## src/rtl/uart_pkg.sv

```systemverilog
// Shared definitions for the UART receive path: state encoding, FIFO geometry,
// and the half-bit counter preload.
package uart_pkg;

  typedef enum logic [2:0] {
    ST_IDLE  = 3'd0,
    ST_START = 3'd1,
    ST_DATA  = 3'd2,
    ST_STOP  = 3'd3,
    ST_BREAK = 3'd4
  } uart_state_e;

  localparam int          FIFO_DEPTH = 16;
  localparam int          FIFO_AW    = 4;
  localparam logic [15:0] BAUD_MIN   = 16'd4;

  // Preload that makes the counter expire at the centre of the start bit.
  function automatic logic [15:0] half_period_load(input logic [15:0] baud);
    return (baud >> 1) - 16'd1;
  endfunction

endpackage

```

## src/rtl/uart_rx_fifo_if.sv

```systemverilog
// Register-side view of the UART receiver: FIFO read port and sticky flags.
interface uart_rx_fifo_if;

  logic       rx_pop;
  logic [7:0] rx_data;
  logic       rx_empty;
  logic       rx_full;
  logic       rx_overrun;
  logic       rx_frame_err;
  logic       err_clr;

  modport master (
    output rx_pop, err_clr,
    input  rx_data, rx_empty, rx_full, rx_overrun, rx_frame_err
  );

  modport slave (
    input  rx_pop, err_clr,
    output rx_data, rx_empty, rx_full, rx_overrun, rx_frame_err
  );

endinterface

```

## src/rtl/uart_fifo.sv

```systemverilog
// 16-deep synchronous byte FIFO with show-ahead read data.
// Writes while full and reads while empty are ignored.
module uart_fifo
  import uart_pkg::*;
(
  input  logic       clk,
  input  logic       reset_n,
  input  logic       wr_en_i,
  input  logic [7:0] wdata_i,
  input  logic       rd_en_i,
  output logic [7:0] rdata_o,
  output logic       empty_o,
  output logic       full_o
);

  localparam int CW = FIFO_AW + 1;

  logic [7:0]         mem_q [FIFO_DEPTH];
  logic [FIFO_AW-1:0] wptr_q, wptr_d;
  logic [FIFO_AW-1:0] rptr_q, rptr_d;
  logic [CW-1:0]      cnt_q,  cnt_d;
  logic               wr, rd;

  assign empty_o = (cnt_q == '0);
  assign full_o  = (cnt_q == CW'(FIFO_DEPTH));
  assign wr      = wr_en_i && !full_o;
  assign rd      = rd_en_i && !empty_o;
  // Head is forced to zero while empty so the port has a defined reset value.
  assign rdata_o = empty_o ? 8'h00 : mem_q[rptr_q];

  always_comb begin
    wptr_d = wptr_q;
    rptr_d = rptr_q;
    cnt_d  = cnt_q;
    if (wr) wptr_d = wptr_q + 1'b1;
    if (rd) rptr_d = rptr_q + 1'b1;
    case ({wr, rd})
      2'b10:   cnt_d = cnt_q + 1'b1;
      2'b01:   cnt_d = cnt_q - 1'b1;
      default: cnt_d = cnt_q;
    endcase
  end

  always_ff @(posedge clk or negedge reset_n) begin
    if (!reset_n) begin
      wptr_q <= '0;
      rptr_q <= '0;
      cnt_q  <= '0;
    end else begin
      wptr_q <= wptr_d;
      rptr_q <= rptr_d;
      cnt_q  <= cnt_d;
    end
  end

  always_ff @(posedge clk) begin
    if (wr) mem_q[wptr_q] <= wdata_i;
  end

endmodule

```

## src/rtl/uart_rx_fifo.sv

```systemverilog
// 8N1 UART receiver: synchronises rx, samples each bit at its centre and
// queues good bytes in a 16-entry FIFO with sticky overrun/framing flags.
module uart_rx_fifo
  import uart_pkg::*;
#(
  parameter int P_SYNC_STAGES = 2
) (
  input  logic              clk,
  input  logic              reset_n,
  input  logic [15:0]       baudrate,
  input  logic              rx,
  uart_rx_fifo_if.slave     bus
);

  logic [P_SYNC_STAGES-1:0] sync_q;
  logic                     rxs;

  uart_state_e state_q, state_d;
  logic [15:0] cnt_q,   cnt_d;
  logic [2:0]  bidx_q,  bidx_d;
  logic [7:0]  shreg_q, shreg_d;
  logic        ovr_q,   ovr_d;
  logic        ferr_q,  ferr_d;

  logic        expired;
  logic [15:0] baud_eff;
  logic        push, ovr_set, ferr_set;
  logic        fifo_full, fifo_empty;
  logic [7:0]  fifo_rdata;

  assign rxs      = sync_q[P_SYNC_STAGES-1];
  assign expired  = (cnt_q == 16'd0);
  // Out-of-range settings are clamped so the counter preloads never underflow.
  assign baud_eff = (baudrate < BAUD_MIN) ? BAUD_MIN : baudrate;

  always_comb begin
    state_d  = state_q;
    cnt_d    = expired ? 16'd0 : cnt_q - 16'd1;
    bidx_d   = bidx_q;
    shreg_d  = shreg_q;
    push     = 1'b0;
    ovr_set  = 1'b0;
    ferr_set = 1'b0;
    case (state_q)
      ST_IDLE: begin
        if (!rxs) begin
          cnt_d   = half_period_load(baud_eff);
          state_d = ST_START;
        end
      end
      ST_START: begin
        if (expired) begin
          if (!rxs) begin
            cnt_d   = baud_eff - 16'd1;
            bidx_d  = 3'd0;
            state_d = ST_DATA;
          end else begin
            state_d = ST_IDLE;
          end
        end
      end
      ST_DATA: begin
        if (expired) begin
          shreg_d[bidx_q] = rxs;
          cnt_d           = baud_eff - 16'd1;
          if (bidx_q == 3'd7) state_d = ST_STOP;
          else                bidx_d  = bidx_q + 3'd1;
        end
      end
      ST_STOP: begin
        if (expired) begin
          if (rxs) begin
            // Full is judged before any same-cycle pop.
            if (!fifo_full) push    = 1'b1;
            else            ovr_set = 1'b1;
            state_d = ST_IDLE;
          end else begin
            ferr_set = 1'b1;
            state_d  = ST_BREAK;
          end
        end
      end
      ST_BREAK: begin
        if (rxs) state_d = ST_IDLE;
      end
      default: state_d = ST_IDLE;
    endcase

    ovr_d  = ovr_set  | (ovr_q  & ~bus.err_clr);
    ferr_d = ferr_set | (ferr_q & ~bus.err_clr);
  end

  always_ff @(posedge clk or negedge reset_n) begin
    if (!reset_n) begin
      sync_q  <= '1;
      state_q <= ST_IDLE;
      cnt_q   <= 16'd0;
      bidx_q  <= 3'd0;
      shreg_q <= 8'h00;
      ovr_q   <= 1'b0;
      ferr_q  <= 1'b0;
    end else begin
      sync_q  <= {sync_q[P_SYNC_STAGES-2:0], rx};
      state_q <= state_d;
      cnt_q   <= cnt_d;
      bidx_q  <= bidx_d;
      shreg_q <= shreg_d;
      ovr_q   <= ovr_d;
      ferr_q  <= ferr_d;
    end
  end

  uart_fifo u_fifo (
    .clk     (clk),
    .reset_n (reset_n),
    .wr_en_i (push),
    .wdata_i (shreg_q),
    .rd_en_i (bus.rx_pop),
    .rdata_o (fifo_rdata),
    .empty_o (fifo_empty),
    .full_o  (fifo_full)
  );

  assign bus.rx_data      = fifo_rdata;
  assign bus.rx_empty     = fifo_empty;
  assign bus.rx_full      = fifo_full;
  assign bus.rx_overrun   = ovr_q;
  assign bus.rx_frame_err = ferr_q;

endmodule

```

## src/flat_wrapper.sv

```systemverilog
// flat-port wrapper written by rule: the top's interface ports become plain ports
module uart_rx_fifo_flat import uart_pkg::*;
#(
  parameter int P_SYNC_STAGES = 2
)
  (clk, reset_n, baudrate, rx, bus_rx_pop, bus_err_clr, bus_rx_data, bus_rx_empty, bus_rx_full, bus_rx_overrun, bus_rx_frame_err);
  uart_rx_fifo_if bus_i ();
  input  logic clk;
  input  logic reset_n;
  input  logic [15:0] baudrate;
  input  logic rx;
  input wire logic [$bits(bus_i.rx_pop)-1:0] bus_rx_pop;
  input wire logic [$bits(bus_i.err_clr)-1:0] bus_err_clr;
  output wire logic [$bits(bus_i.rx_data)-1:0] bus_rx_data;
  output wire logic [$bits(bus_i.rx_empty)-1:0] bus_rx_empty;
  output wire logic [$bits(bus_i.rx_full)-1:0] bus_rx_full;
  output wire logic [$bits(bus_i.rx_overrun)-1:0] bus_rx_overrun;
  output wire logic [$bits(bus_i.rx_frame_err)-1:0] bus_rx_frame_err;
  assign bus_i.rx_pop = bus_rx_pop;
  assign bus_i.err_clr = bus_err_clr;
  assign bus_rx_data = bus_i.rx_data;
  assign bus_rx_empty = bus_i.rx_empty;
  assign bus_rx_full = bus_i.rx_full;
  assign bus_rx_overrun = bus_i.rx_overrun;
  assign bus_rx_frame_err = bus_i.rx_frame_err;
  uart_rx_fifo #(.P_SYNC_STAGES(P_SYNC_STAGES)) u_core (.clk(clk), .reset_n(reset_n), .baudrate(baudrate), .rx(rx), .bus(bus_i));
endmodule
```

## config.mk

```make
export PLATFORM = sky130hd
export DESIGN_NAME = uart_rx_fifo_flat
export DESIGN_NICKNAME = d
export VERILOG_FILES = /design/src/rtl/uart_pkg.sv /design/src/rtl/uart_rx_fifo_if.sv /design/src/rtl/uart_fifo.sv /design/src/rtl/uart_rx_fifo.sv /design/src/flat_wrapper.sv
export SDC_FILE = /design/constraint.sdc
export NUM_CORES = 1
export LEC_CHECK = 0
export ABC_AREA = 0
export CAP_MARGIN = 20
export CORE_MARGIN = 4
export CORE_UTILIZATION = 55
export CTS_CLUSTER_DIAMETER = 200
export DETAILED_ROUTE_END_ITERATION = 8
export GPL_ROUTABILITY_DRIVEN = 0
export PLACE_DENSITY = 0.81
export SLEW_MARGIN = 20
export SYNTH_ARGS = -nofsm -noshare
export SYNTH_HDL_FRONTEND = slang
export SYNTH_SLANG_ARGS = --single-unit
export TNS_END_PERCENT = 100
```

## constraint.sdc

```tcl
create_clock -name clk -period 3.3 [get_ports clk]
set_input_delay 0.825 -clock clk [delete_from_list [all_inputs] [get_ports clk]]
set_output_delay 0.825 -clock clk [all_outputs]
set_load 0.005 [all_outputs]
```

# Word level (Yosys, flattened, before mapping)
# Memory sizes are Yosys's and may differ from the RTL's.
# Cells that the tools add are included.
# word_totals
reg_bits	47
ramBits	128
inputBits	21
memories	1
# op_classes
addsub	8
order_cmp	3
n_eq_ne	16
n_mux	39
bitwise_logic	5
reduce_logical	13
# mem_list
name	depth	width	rd	rd_clocked_by_memory_dff	wr	line	rtl
u_core.u_fifo.mem_q	16	8	1	0	1	uart_fifo.sv:18	logic [7:0] mem_q [FIFO_DEPTH];
# op_table
op	count
$mux W16	6
$pmux W16 S3	1
$mux W3	11
$sub A16 B1 Y16 const B	2
$logic_not A16 Y1	1
$lt A16 B3 Y1 const B	1
$sub A15 B1 Y16 const B	1
$pmux W3 S5	1
$mux W1	14
$ne A2 B1 Y1 const B	5
$pmux W5 S2	1
$add A4 B1 Y4 const B	2
$bwmux W8	1
$mux W8	1
$eq A3 B2 Y1 const B	2
$eq A3 B3 Y1 const B	2
$ne A2 B2 Y1 const B	3
$pmux W3 S2	1
$reduce_and A6 Y1	1
$add A5 B1 Y5 const B	1
$eq A5 B5 Y1 const B	1
$logic_not A5 Y1	1
$reduce_and A5 Y1	1
$sub A5 B1 Y5 const B	1
other kinds (16)	22

# Depth between registers and ports, before layout
# depth
depth_word	8
mapped_depth	15
mapped_depth_nobuf	14

# By module
# A second synthesis with hierarchy kept.
# unflattened
cells_unflattened	588
area_unflattened_um2	8354.3
# modules_own_cells
module	instances	cells_per_inst	area_each_um2	seq_area_each_um2
uart_fifo	1	308	5884.4	4169.0
uart_rx_fifo	1	280	2469.9	853.3

# Least setup slack after synthesis
# No wires, ideal clock.
# synth_path
path_type	input port to flip-flop
from	in baudrate[7]
to	reg u_core.cnt_q[15]
setup_ns	0.130
t_arrival_ns	3.242
required_ns	3.170
path_slack_ns	-0.072
path_stages	10
n_path_buf	1
cell_sequence	clkbuf_1 > nor4_2 > and4_1 > nand2b_1 > ha_1 > or4b_4 > or4_4 > a21oi_2 > xnor2_1 > o22ai_2
# synth_via
elab_chain_len	6
# synth_lines
item	line	rtl
start: declaration	flat_wrapper.sv:10	input logic [15:0] baudrate;
$lt A16 B3 Y1	uart_rx_fifo.sv:34	assign baud_eff = (baudrate < BAUD_MIN) ? BAUD_MIN : baudrate;
$mux W16 *	uart_rx_fifo.sv:34	
$sub A16 B1 Y16	uart_rx_fifo.sv:54, uart_rx_fifo.sv:65	
$mux W16	uart_rx_fifo.sv:53	if (!rxs) begin
$mux W16	uart_rx_fifo.sv:52	if (expired) begin
$pmux W16 S3 *	uart_rx_fifo.sv:44	case (state_q)
via u_core.cnt_d[15]	uart_rx_fifo.sv:19	logic [15:0] cnt_q, cnt_d;
end signal: assignment	uart_rx_fifo.sv:105	cnt_q <= cnt_d;
end: declaration	uart_rx_fifo.sv:19	
# Mark *: on every way through the listed nets, which the timed path passes. The rest lies on a longest branch.
# A chain may end at the register's enable or synchronous reset.

# Worst setup path in the final report
# layout_path
from	reg u_core.u_fifo.rptr_q[0]
to	out bus_rx_data[3]
# layout_via
elab_chain_len	2
# layout_lines
item	line	rtl
start: declaration	uart_fifo.sv:20	logic [FIFO_AW-1:0] rptr_q, rptr_d;
start signal: assignment	uart_fifo.sv:51	rptr_q <= rptr_d;
$mem_v2 Z16 W8	n/a	
$mux W8	uart_fifo.sv:29	assign rdata_o = empty_o ? 8'h00 : mem_q[rptr_q];
end: declaration	flat_wrapper.sv:14	output wire logic [$bits(bus_i.rx_data)-1:0] bus_rx_data;
# No other way between the ends.

==> flow_metrics.env <==
export IMPL_cp_required_ns=2.47
export IMPL_path_cells="buf_6 > buf_12 > buf_16 > buf_6 > mux4_2 > mux4_2 > nor2b_4 > buf_2"
export IMPL_cts_tree="yes"
export IMPL_hpwl_mm=12.33
export IMPL_fp_dieArea_sq_mm=0.01703
export IMPL_grt_pass1_vias=5418
export IMPL_area_growth_pct=22.09
export IMPL_syn_area_sq_mm=0.008254
export IMPL_core_area_sq_mm=0.01464
export IMPL_clk_pin_slew_ns=0.07
export IMPL_drv_cap=0
export IMPL_fmax_mhz=297.4
export IMPL_portBuffers=32
export IMPL_finalSetupViolations=2
export IMPL_fin_crit_sh_pct=101.9
export IMPL_synth_area_per_cell_sq_um=14.56
export IMPL_rows=44
export IMPL_cts_buffers=17
export IMPL_die_w_um=130.5
export IMPL_yosys_register_bits=175
export IMPL_grt_use_total_pct=24.21
export IMPL_clk_latency_ns=0.43
export IMPL_skew_ns=0.01374
export IMPL_postSynthNetCount=604
export IMPL_synthCells=567
export IMPL_htreeDepth=4
export IMPL_antenna_found_initial=0
export IMPL_yosysWarnings=0
export IMPL_worst_pin_slew_ns=0.7205
export IMPL_drive_gt1_share_pct=30.13
export IMPL_power_mw=6.436
export IMPL_grt_pass1_wl_mm=30.64
export IMPL_relSlewSlack_pct=51.97
export IMPL_avgRoutedWirePerCell_um=21.85
export IMPL_antenna_cells=0
export IMPL_final_hold_viol_count=0
export IMPL_vias=5280
export IMPL_crit_fanout=5
export IMPL_status="finished with violations"
export IMPL_drt_iter0_drc=384
export IMPL_ir_drop_v=0.0003665
export IMPL_fp_dieH_um=130.5
export IMPL_start_kind="flop"
export IMPL_ys_seq_area_share_pct=60.85
export IMPL_crit_slowest_cell="mux4_2"
export IMPL_cts_sinks=175
export IMPL_n_fill_cell=955
export IMPL_rsz0062_at_grt="true"
export IMPL_regToRegSetupSlack_ns=0.17
export IMPL_maxSlewViolCount=0
export IMPL_tns_ns=-0.1139
export IMPL_drc=0
export IMPL_finalWorstSetupSlack_ns=-0.06301
export IMPL_final_nets=711
export IMPL_critPathKind="reg -> out"
export IMPL_synth_main_ff_cell="edfxtp_1"
export IMPL_violations="setup timing"
export IMPL_grt_max_degree=36
export IMPL_grt_overflow=0
export IMPL_num_io_pins=33
export IMPL_arrival_ns=2.54
export IMPL_cellLeakagePower_nw=3.354
export IMPL_hold_ws_ns=0.3093
export IMPL_detail_route_antenna_nets=0
export IMPL_wl_mm=19.03
export IMPL_hp_class="in -> async"
export IMPL_post_route_util_pct=68.81
export IMPL_slowest_delay_ns=0.48
export IMPL_postSynth_asyncResetShare_pct=26.86
export IMPL_synth_edff_count=128
export IMPL_start_util_pct=56.37
export IMPL_end_kind="output port"
export IMPL_holdBufCountCts=0
export IMPL_detail_route_first_pass_iterations=5
export IMPL_cts_root_buf="clkbuf_16"
export IMPL_finalCriticalPeriod_ns=3.363
export IMPL_viasPerCell=6.062
export IMPL_power_density_mw_per_mm2=638.7
export IMPL_yosysUniqueCellTypes=68
export IMPL_cts_max_path_buffers=2
[cells by family (layout without fill, tap and decap cells)]
| group | after synthesis | in the layout | synth area share [%] |
|---|---|---|---|
| mux | 53 | 53 | 12.81 |
| xor+xnor | 38 | 38 | 4.032 |
| flops | 175 | 175 | 60.85 |
| buf+inv | 46 | 166 | 2.425 |
| simple gates | 172 | 172 | 12.02 |
| compound gates | 67 | 67 | 5.351 |
| fa+ha+maj | 16 | 16 | 2.516 |
[cells in the final DEF (no fill, tap or decap), types with 4 or more instances in the layout]
cell             Yosys  final
dfrtp_1             45     44
nand3_1              7      7
nand2b_1             6      5
ha_1                15     14
xor2_1              15     15
or3_1                5      5
nor2_1              35     35
buf_12               0      6
edfxtp_1           128    128
inv_1               17     17
nand2_1             35     35
buf_4                3     71
nor3_1              18     17
nor4_2               4      4
xnor2_1             23     23
nor2b_1             14     13
nand4_1              5      5
buf_6                0      6
a21oi_1             15     15
mux2_4               4      4
mux2i_1              4      4
nor4_1               8      6
o21ai_0             17     17
buf_2                5      7
clkdlybuf4s50_1      0     23
clkbuf_16            0     17
mux4_2              40     40
o21ai_1              6      6
[critical path: cells and delay by family, from the launching register on]
family / cells / cell delay (ns)
buffers and inverters: 5 / 0.62
multiplexers: 2 / 0.90
flip-flops: 1 / 0.44
AND/OR/NAND/NOR: 1 / 0.14
[flip-flops by register name, indices dropped and copies added (netlist names)]
signal / flops
u_core.state_q: 3
u_core.bus.rx_overrun: 1
u_core.u_fifo.wptr_q: 4
u_core.sync_q: 2
u_core.shreg_q: 8
u_core.u_fifo.rptr_q: 4
u_core.u_fifo.cnt_q: 5
u_core.bidx_q: 3
u_core.u_fifo.mem_q: 128
u_core.cnt_q: 16
u_core.bus.rx_frame_err: 1
[metal layers]
metal  track usage (%)  share of wire, %  up-vias
met5                 0                 0        -
met4             7.381               1.9        0
met3             4.959               5.6       29
met2             42.15                53      220
met1             30.79                39     2637
li1                  -                 -     2394
[through the flow]
stage	setup WS, ns	std cells	instance area, sq um
floorplan	0.002451	567	8290
global placement	-0.2904	822	9251
detailed placement	-0.3294	822	9251
CTS	-0.06791	870	10080
global route	-0.1274	871	10080
finish	-0.06301	871	10080
[area by class of cell]
type                            count  area, sq um  share of cell area, %
Tap cell                          184        230.2                  2.285
Inverter                           17        63.81                 0.6332
Multi-Input combinational cell    346         3113                  30.89
Timing Repair Buffer              117         1055                  10.47
Clock buffer                       18        429.2                  4.259
Clock inverter                     14        162.7                  1.614
Sequential cell                   175         5024                  49.85
[path summary, 6_finish.rpt]
kind	cells after the start	endpoint	start
setup / recovery	8	bus_rx_data[3]	u_core.u_fifo.rptr_q[0]
hold / removal	1	u_core.cnt_q[12]	reset_n
setup reg to reg	12	u_core.u_fifo.cnt_q[4]	u_core.cnt_q[12]
hold reg to reg	0	u_core.sync_q[1]	u_core.sync_q[0]
max in group asynchronous	2	u_core.sync_q[1]	reset_n
min in group clk	0	u_core.sync_q[1]	u_core.sync_q[0]
[cell usage after synthesis, types with 4 or more instances]
cell,number,share of area (%)
mux2i_1,4,0.49
inv_1,17,0.77
buf_2,5,0.30
nand3_1,7,0.42
ha_1,15,2.3
o21ai_0,17,1.0
nand4_1,5,0.38
xnor2_1,23,2.4
nand2b_1,6,0.45
o21ai_1,6,0.36
mux4_2,40,11
dfrtp_1,45,14
nor3_1,18,1.1
clkbuf_1,18,0.82
a21oi_1,15,0.91
or3_1,5,0.38
xor2_1,15,1.6
nor4_2,4,0.61
nor2b_1,14,1.1
or4_1,4,0.36
nand2_1,35,1.6
edfxtp_1,128,47
nor2_1,35,1.6
mux2_4,4,0.73
nor4_1,8,0.61
[where the power goes]
group	switching (mW)	internal (mW)	leakage [nW]	total [mW]
combinational	0.775	1.02	1.56	1.79
clock	0.863	1.13	0.279	1.99
sequential	0.185	2.47	1.51	2.65
total	1.82	4.61	3.35	6.44
[timing repair]
action,CTS,global route
pin swaps,1,1
gates cloned,3,0
buffers inserted,13,3
endpoints found under the setup margin,9,10
resized for setup,41,7
Note: power is estimated with default switching activity, not from simulation.
